### src/rtl/eight_bit_full_adder.sv
`default_nettype none
// ============================================================================
// Module      : eight_bit_full_adder (with leaf cell full_adder_cell)
// Description : Ripple-carry adder built from per-bit full-adder cells.
//               {carry, sum} = i0 + i1 + cin is captured in an output register
//               (one clock of latency) whenever in_valid is high. When in_valid
//               is low the result registers hold and out_valid drops.
// Parameters  : WIDTH     - operand/sum width (>= 2, default 8)
// Ports       : clk       - rising-edge clock
//               rst_n     - asynchronous active-low reset
//               in_valid  - operands valid this cycle
//               i0, i1    - addends [WIDTH-1:0]
//               cin       - carry into bit 0
//               sum       - registered sum [WIDTH-1:0]
//               carry     - registered carry-out of the MSB cell
//               out_valid - sum/carry hold a result from an in_valid cycle
//               overflow  - registered signed overflow (ADDER_OVERFLOW_EN only)
// Build macro : ADDER_OVERFLOW_EN - adds the overflow port and its register
// Revision    : 1.0 - initial release
// ============================================================================

module full_adder_cell (
    input  logic a,
    input  logic b,
    input  logic ci,
    output logic s,
    output logic co
);
    assign s  = a ^ b ^ ci;
    assign co = (a & b) | (a & ci) | (b & ci);
endmodule

module eight_bit_full_adder #(
    parameter int WIDTH = 8
) (
    input  logic             clk,
    input  logic             rst_n,
    input  logic             in_valid,
    input  logic [WIDTH-1:0] i0,
    input  logic [WIDTH-1:0] i1,
    input  logic             cin,
    output logic [WIDTH-1:0] sum,
    output logic             carry,
`ifdef ADDER_OVERFLOW_EN
    output logic             overflow,
`endif
    output logic             out_valid
);

    // w_c[i] is the carry into cell i; w_c[WIDTH] is the final carry-out.
    logic [WIDTH:0]   w_c;
    logic [WIDTH-1:0] w_s;

    logic [WIDTH-1:0] r_sum;
    logic             r_carry;
    logic             r_valid;

    assign w_c[0] = cin;

    generate
        for (genvar gi = 0; gi < WIDTH; gi++) begin : g_bit
            full_adder_cell u_cell (
                .a  (i0[gi]),
                .b  (i1[gi]),
                .ci (w_c[gi]),
                .s  (w_s[gi]),
                .co (w_c[gi+1])
            );
        end
    endgenerate

    always_ff @(posedge clk or negedge rst_n) begin
        if (!rst_n) begin
            r_sum   <= '0;
            r_carry <= 1'b0;
            r_valid <= 1'b0;
        end else begin
            r_valid <= in_valid;
            if (in_valid) begin
                r_sum   <= w_s;
                r_carry <= w_c[WIDTH];
            end
        end
    end

    assign sum       = r_sum;
    assign carry     = r_carry;
    assign out_valid = r_valid;

`ifdef ADDER_OVERFLOW_EN
    // Signed overflow: carry into the sign bit differs from carry out of it.
    logic w_ovf;
    logic r_ovf;

    assign w_ovf = w_c[WIDTH] ^ w_c[WIDTH-1];

    always_ff @(posedge clk or negedge rst_n) begin
        if (!rst_n) begin
            r_ovf <= 1'b0;
        end else if (in_valid) begin
            r_ovf <= w_ovf;
        end
    end

    assign overflow = r_ovf;
`endif

endmodule
`default_nettype wire

### config.mk
export PLATFORM = sky130hd
export DESIGN_NAME = eight_bit_full_adder
export DESIGN_NICKNAME = d
export VERILOG_FILES = /design/src/rtl/eight_bit_full_adder.sv
export SDC_FILE = /design/constraint.sdc
export NUM_CORES = 1
export LEC_CHECK = 0
export ABC_AREA = 1
export CAP_MARGIN = 25
export CELL_PAD_IN_SITES_DETAIL_PLACEMENT = 2
export CELL_PAD_IN_SITES_GLOBAL_PLACEMENT = 2
export CORE_MARGIN = 2
export CORE_UTILIZATION = 21
export CTS_CLUSTER_DIAMETER = 100
export DETAILED_ROUTE_END_ITERATION = 7
export PLACE_DENSITY = 0.87
export SLEW_MARGIN = 5
export SYNTH_ARGS = -nofsm -noshare
export SYNTH_HDL_FRONTEND = slang
export SYNTH_SLANG_ARGS = --single-unit
### constraint.sdc
create_clock -name clk -period 0.8 [get_ports clk]
set_clock_uncertainty 0.05 [all_clocks]
set_input_delay 0.24 -clock clk [delete_from_list [all_inputs] [get_ports clk]]
set_output_delay 0.24 -clock clk [all_outputs]
set_load 0.05 [all_outputs]
### Yosys cells after proc, flatten, opt, wreduce, memory -nomap -nowiden

Index checks and enable logic that the tools add are counted.

* reduce and logical (&&, ||, !) cells: 0
* multiply operators: 0
* bitwise gates (word level): 56
* order comparisons: 0
* $add $sub $neg: 0
* shift-type cells: 0
* div/mod/pow operators: 0
* mux-type cells: 0
* equality and inequality tests: 0

Operators with widths (number)
* $and A1 B1 Y1: 24
* $or A1 B1 Y1: 16
* $xor A1 B1 Y1: 16

* RAM bits: 0
* word-level logic and storage cells: 59
* output and inout bits: 10
* bits in read-only memories: 0
* bits in latches: 0
* memories kept: 0
* bits in registers: 10

### Longest topological paths before layout

Gate-level depths: netlist of run 1.

* word-level depth: 24
* gate-level depth with buffers: 14

### Hierarchy

From an unflattened synthesis of run 1, not the netlist that was laid out.

* cell total of the unflattened synthesis: 47
* area total of the unflattened synthesis: 526.8 sq um

By module, submodules not included
* eight_bit_full_adder: area an instance 366.6 sq um, instances 1, cells an instance 39
* full_adder_cell: area an instance 20.0 sq um, instances 8, cells an instance 1

### Worst setup path before layout of run 1

OpenSTA, ideal clock, no wires.

* kind: input -> register
* start: input i0[0]
* end: register r_sum[7] (netlist: sum[7])
* data required time: 0.685 ns
* path slack: -2.657 ns
* stages on the path: 14
* path buffers: 0
* data arrival time: 3.342 ns
* library setup time: 0.065 ns
* cells stage by stage: inv_1 fa_1 inv_1 fa_1 fa_1 fa_1 fa_1 fa_1 fa_1 inv_1 fa_1 inv_1 nand2_1 nand2_1

* cells in the longest elaborated chain, start to end: 22
* elaborated cells between the ends (all ways): 29
* classes of those cells: bitwise: 29

Ends and longest elaborated chain
* start, declared: RTL line 39 `input logic [WIDTH-1:0] i0,`
* $and A1 B1 Y1: RTL line 30 `assign co = (a & b) | (a & ci) | (b & ci);`
* $or A1 B1 Y1 * (2 in a row): RTL line 30
* $and A1 B1 Y1: RTL line 30
* $or A1 B1 Y1: RTL line 30
* $or A1 B1 Y1 *: RTL line 30
* $and A1 B1 Y1: RTL line 30
* $or A1 B1 Y1: RTL line 30
* $or A1 B1 Y1 *: RTL line 30
* [... 5 more ...]
* $or A1 B1 Y1 *: RTL line 30
* $and A1 B1 Y1: RTL line 30
* $or A1 B1 Y1: RTL line 30
* $or A1 B1 Y1 *: RTL line 30
* $and A1 B1 Y1: RTL line 30
* $or A1 B1 Y1: RTL line 30
* $or A1 B1 Y1 *: RTL line 30
* $xor A1 B1 Y1 *: RTL line 29 `assign s = a ^ b ^ ci;`
* end signal, assigned: RTL line 80 `r_sum <= w_s;`
* end, declared: RTL line 54 `logic [WIDTH-1:0] r_sum;`

Every way passes the cells marked *; elsewhere a longest branch is shown, timed or not.
A chain may end at the register's enable or synchronous reset.

### Worst setup path after layout of run 1

* start: input i1[0]
* end: register r_sum[7] (netlist: sum[7])

* cells in the longest elaborated chain, start to end: 22
* elaborated cells between the ends (all ways): 29
* classes of those cells: bitwise: 29

Ends and longest elaborated chain
* start, declared: RTL line 40 `input logic [WIDTH-1:0] i1,`
* $and A1 B1 Y1: RTL line 30
* $or A1 B1 Y1: RTL line 30
* $or A1 B1 Y1 *: RTL line 30
* $and A1 B1 Y1: RTL line 30
* $or A1 B1 Y1: RTL line 30
* $or A1 B1 Y1 *: RTL line 30
* $and A1 B1 Y1: RTL line 30
* $or A1 B1 Y1: RTL line 30
* [... 6 more ...]
* $or A1 B1 Y1 *: RTL line 30
* $and A1 B1 Y1: RTL line 30
* $or A1 B1 Y1: RTL line 30
* $or A1 B1 Y1 *: RTL line 30
* $and A1 B1 Y1: RTL line 30
* $or A1 B1 Y1: RTL line 30
* $or A1 B1 Y1 *: RTL line 30
* $xor A1 B1 Y1 *: RTL line 29

Marked as above.

==> results.sh, run 1 <==
export IMPL_run_status="finished with violations"
export IMPL_violations="setup timing"
export IMPL_route_detailed_drc=0
export IMPL_port_buffer_count=29
export IMPL_cts_root_buf="sky130_fd_sc_hd__clkbuf_4"
export IMPL_synthDominantAreaCellType="sky130_fd_sc_hd__dfrtp_1"
export IMPL_timing_final_crit_share_pct=401
export IMPL_power_switching_share_pct=36.5
export IMPL_area_growth_syn_to_layout_pct=108
export IMPL_critical_path_class="in -> reg"
export IMPL_finalHoldViolations=0
export IMPL_final_number_of_setup_violating_endpoints=19
export IMPL_n_antenna_cell=0
export IMPL_ys_ff_latch=10
export IMPL_net_switching_power_uw=839
export IMPL_detailroute_wirelength_met3_um=67
export IMPL_drt_iter0_markers=3
export IMPL_synthesis_nets=85
export IMPL_detailed_place_hpwl_um=1620
export IMPL_cpLargestDelayFamily="adder cells"
export IMPL_detailed_place_area_sq_mm=0.00106
export IMPL_yosys_area_top_type_share_pct=44.3
export IMPL_first_pass_grt_wire_length_um=3090
export IMPL_rsz0062_at_grt="true"
export IMPL_grt_antenna_before_repair=0
export IMPL_number_of_nets_still_failing_antenna_checks_after_routing=0
export IMPL_power_leakage_nw=0.556
export IMPL_finish_net_count=127
export IMPL_floorplan_initialDensity_pct=22.4
export IMPL_highest_layer="met4"
export IMPL_cts_buffers_inserted=3
export IMPL_cts_hold_buffers=0
export IMPL_firstDrtPassIters=3
export IMPL_layout_min_cycle_time_ps=3210
export IMPL_timing_critical_path_fanout_max=1
export IMPL_final_design_area_no_fill_sq_mm=0.00117
export IMPL_final_layout_size_suffix_gt1_share_pct=54.1
export IMPL_critical_path_most_common_cell="sky130_fd_sc_hd__fa_2"
export IMPL_die_area_sq_mm=0.00312
export IMPL_final_common_cell="sky130_fd_sc_hd__nand2_1"
export IMPL_synth_top_cells_by_area="sky130_fd_sc_hd__dfrtp_1 44%, sky130_fd_sc_hd__fa_1 28%, sky130_fd_sc_hd__nand2_1 18%"
export IMPL_startpoint_type="input pin"
export IMPL_worst_tran_pin_value_ps=206
export IMPL_syn_mean_instance_area_sq_um=9.90
export IMPL_max_clock_buf_depth=2
export IMPL_worstPathRequired_ps=970
export IMPL_timing_final_ws_setup_ps=-2410
export IMPL_endpoint_kind="flip-flop"
export IMPL_synthesized_area_sq_um=564
export IMPL_pin_count_of_the_biggest_net_entering_global_routing=11
export IMPL_worst_path_largest_cell_delay_ps=400
export IMPL_min_path_type="in -> async"
export IMPL_coreArea_sq_mm=0.00252
export IMPL_worst_r2r_cell_count=4
export IMPL_max_cap_viol_count=0
export IMPL_die_h_um=55.8
export IMPL_met2_wirelength_um=1270
export IMPL_cts_tree="yes"
export IMPL_avgViaCountPerCell=4.02
export IMPL_die_w_um=55.8
export IMPL_max_clock_freq_mhz=312
export IMPL_detail_route_wirelength_met1_um=584
export IMPL_synthCells=57
export IMPL_first_global_vias=652
export IMPL_yosys_warnings=0
export IMPL_clock_power_share_pct=20.6
export IMPL_htree_num_levels=1
export IMPL_globalRoute_totalOverflow=0
export IMPL_max_slew_margin_rel_pct=86.2
export IMPL_cell_int_power_mw=1.46
export IMPL_routabilityCongestion=0.669
export IMPL_placement_rows=18
export IMPL_pwr_share_seq_pct=30.0
export IMPL_power_density_mw_per_mm2=1960
export IMPL_per_cell_routed_wire_length_um=15.1
export IMPL_worstPathCellList="buf_8, inv_6, fa_2, inv_2, fa_2, fa_2, fa_2, fa_2, fa_2, fa_2, inv_2, fa_1, inv_1, nand2_1, nand2_1"
export IMPL_power_frac_comb_pct=49.3
export IMPL_vias=515
export IMPL_ioPinCount=30
export IMPL_dpl_worst_slack_ps=-3220
export IMPL_synth_cell_types=6
export IMPL_worst_endpoint_arrival_ps=3370
export IMPL_clk_latency_ps=270
export IMPL_clkSlewWorstSetupHoldPaths_ps=70
export IMPL_layout_cells_most_common_list="22 x sky130_fd_sc_hd__nand2_1, 13 x sky130_fd_sc_hd__clkdlybuf4s50_1, 11 x sky130_fd_sc_hd__buf_12"
export IMPL_slew_violations=0
export IMPL_worstSetupPathDepth=15
export IMPL_wirelength_um=1940
export IMPL_register_area_share_after_synthesis_pct=44.3
export IMPL_critical_path_slowest_cell="sky130_fd_sc_hd__fa_1"
export IMPL_crit_buf_inv=5
export IMPL_cts_sinks=10
export IMPL_r2r_setup_slack_ps=-160
export IMPL_total_grt_usage_pct=13.7
export IMPL_ir_drop_uv=936
area by class of cell:
cell class / instances / area [sq um]
Fill cell: 270 / 1350
Timing Repair Buffer: 38 / 482
Multi-Input combinational cell: 35 / 292
Sequential cell: 10 / 262
Inverter: 11 / 63.8
Tap cell: 30 / 37.5
Clock buffer: 4 / 36.3
cells by family (layout without fill, tap and decap cells):
| family | count (synthesis) | in the layout | synth area share [%] |
|---|---|---|---|
| buffers and inverters | 12 | 53 | 9.31 |
| flip-flops | 10 | 10 | 44.3 |
| adder cells (fa/ha/maj) | 8 | 8 | 28.4 |
| AND/OR/NAND/NOR | 27 | 27 | 18.0 |
flip-flops by register name (all words and copies together) (netlist names):
signal	flops
out_valid	1
carry	1
sum	8
worst paths after layout:
check | start | endpoint
max | i1[0] | sum[7]
min | rst_n | out_valid
max reg2reg | sum[1] | sum[1]
min reg2reg | carry | carry
max in group asynchronous | rst_n | sum[5]
min in group clk | in_valid | out_valid
through the flow:
step	instances	util, %	power (mW)	TNS (ps)	hold slack [ps]
2_1_floorplan	57	-	1.12	-12770	-106
3_3_place_gp	118	42.1	1.68	-19330	451
3_5_place_dp	118	42.1	1.74	-20210	465
4_1_cts	127	45.4	2.31	-16180	230
5_1_grt	128	46.5	2.42	-16210	249
6_report	128	46.5	2.30	-15390	239
Yosys cell counts (all sizes together):
library cell and count:
buf 1, dfrtp 10, fa 8, inv 11
nand2 27
metal layers:
layer	global-route usage (%)	vias to the layer above
li1	-	241
met1	11.0	254
met2	29.8	18
met3	2.79	2
met4	6.12	0
met5	0	-
timing repair:
| item | in CTS | in global routing |
|---|---|---|
| setup buffers | 5 | 1 |
| pin swaps | 18 | 10 |
| resized for setup | 21 | 7 |
| setup endpoints to repair | 19 | 20 |
power by group through the flow:
stage	Combinational [mW]	Sequential (mW)	Clock, mW
final	1.14	0.692	0.475
after global routing	1.21	0.702	0.512
after CTS	1.12	0.689	0.496
after detailed placement	1.04	0.708	0
after global placement	0.987	0.697	0
after floorplan	0.178	0.943	0
(Power assumes the default switching activity.)
==> run 2, diff against run 1 <==
--- a/config.mk
+++ b/config.mk
@@ -6,6 +6,7 @@
 export NUM_CORES = 1
 export LEC_CHECK = 0
 export ABC_AREA = 1
+export ABC_CLOCK_PERIOD_IN_PS = 800
 export CAP_MARGIN = 25
 export CELL_PAD_IN_SITES_DETAIL_PLACEMENT = 2
 export CELL_PAD_IN_SITES_GLOBAL_PLACEMENT = 2
==> results of run 2 <==
Final layout, timing and power as in run 1 (identical DEF).
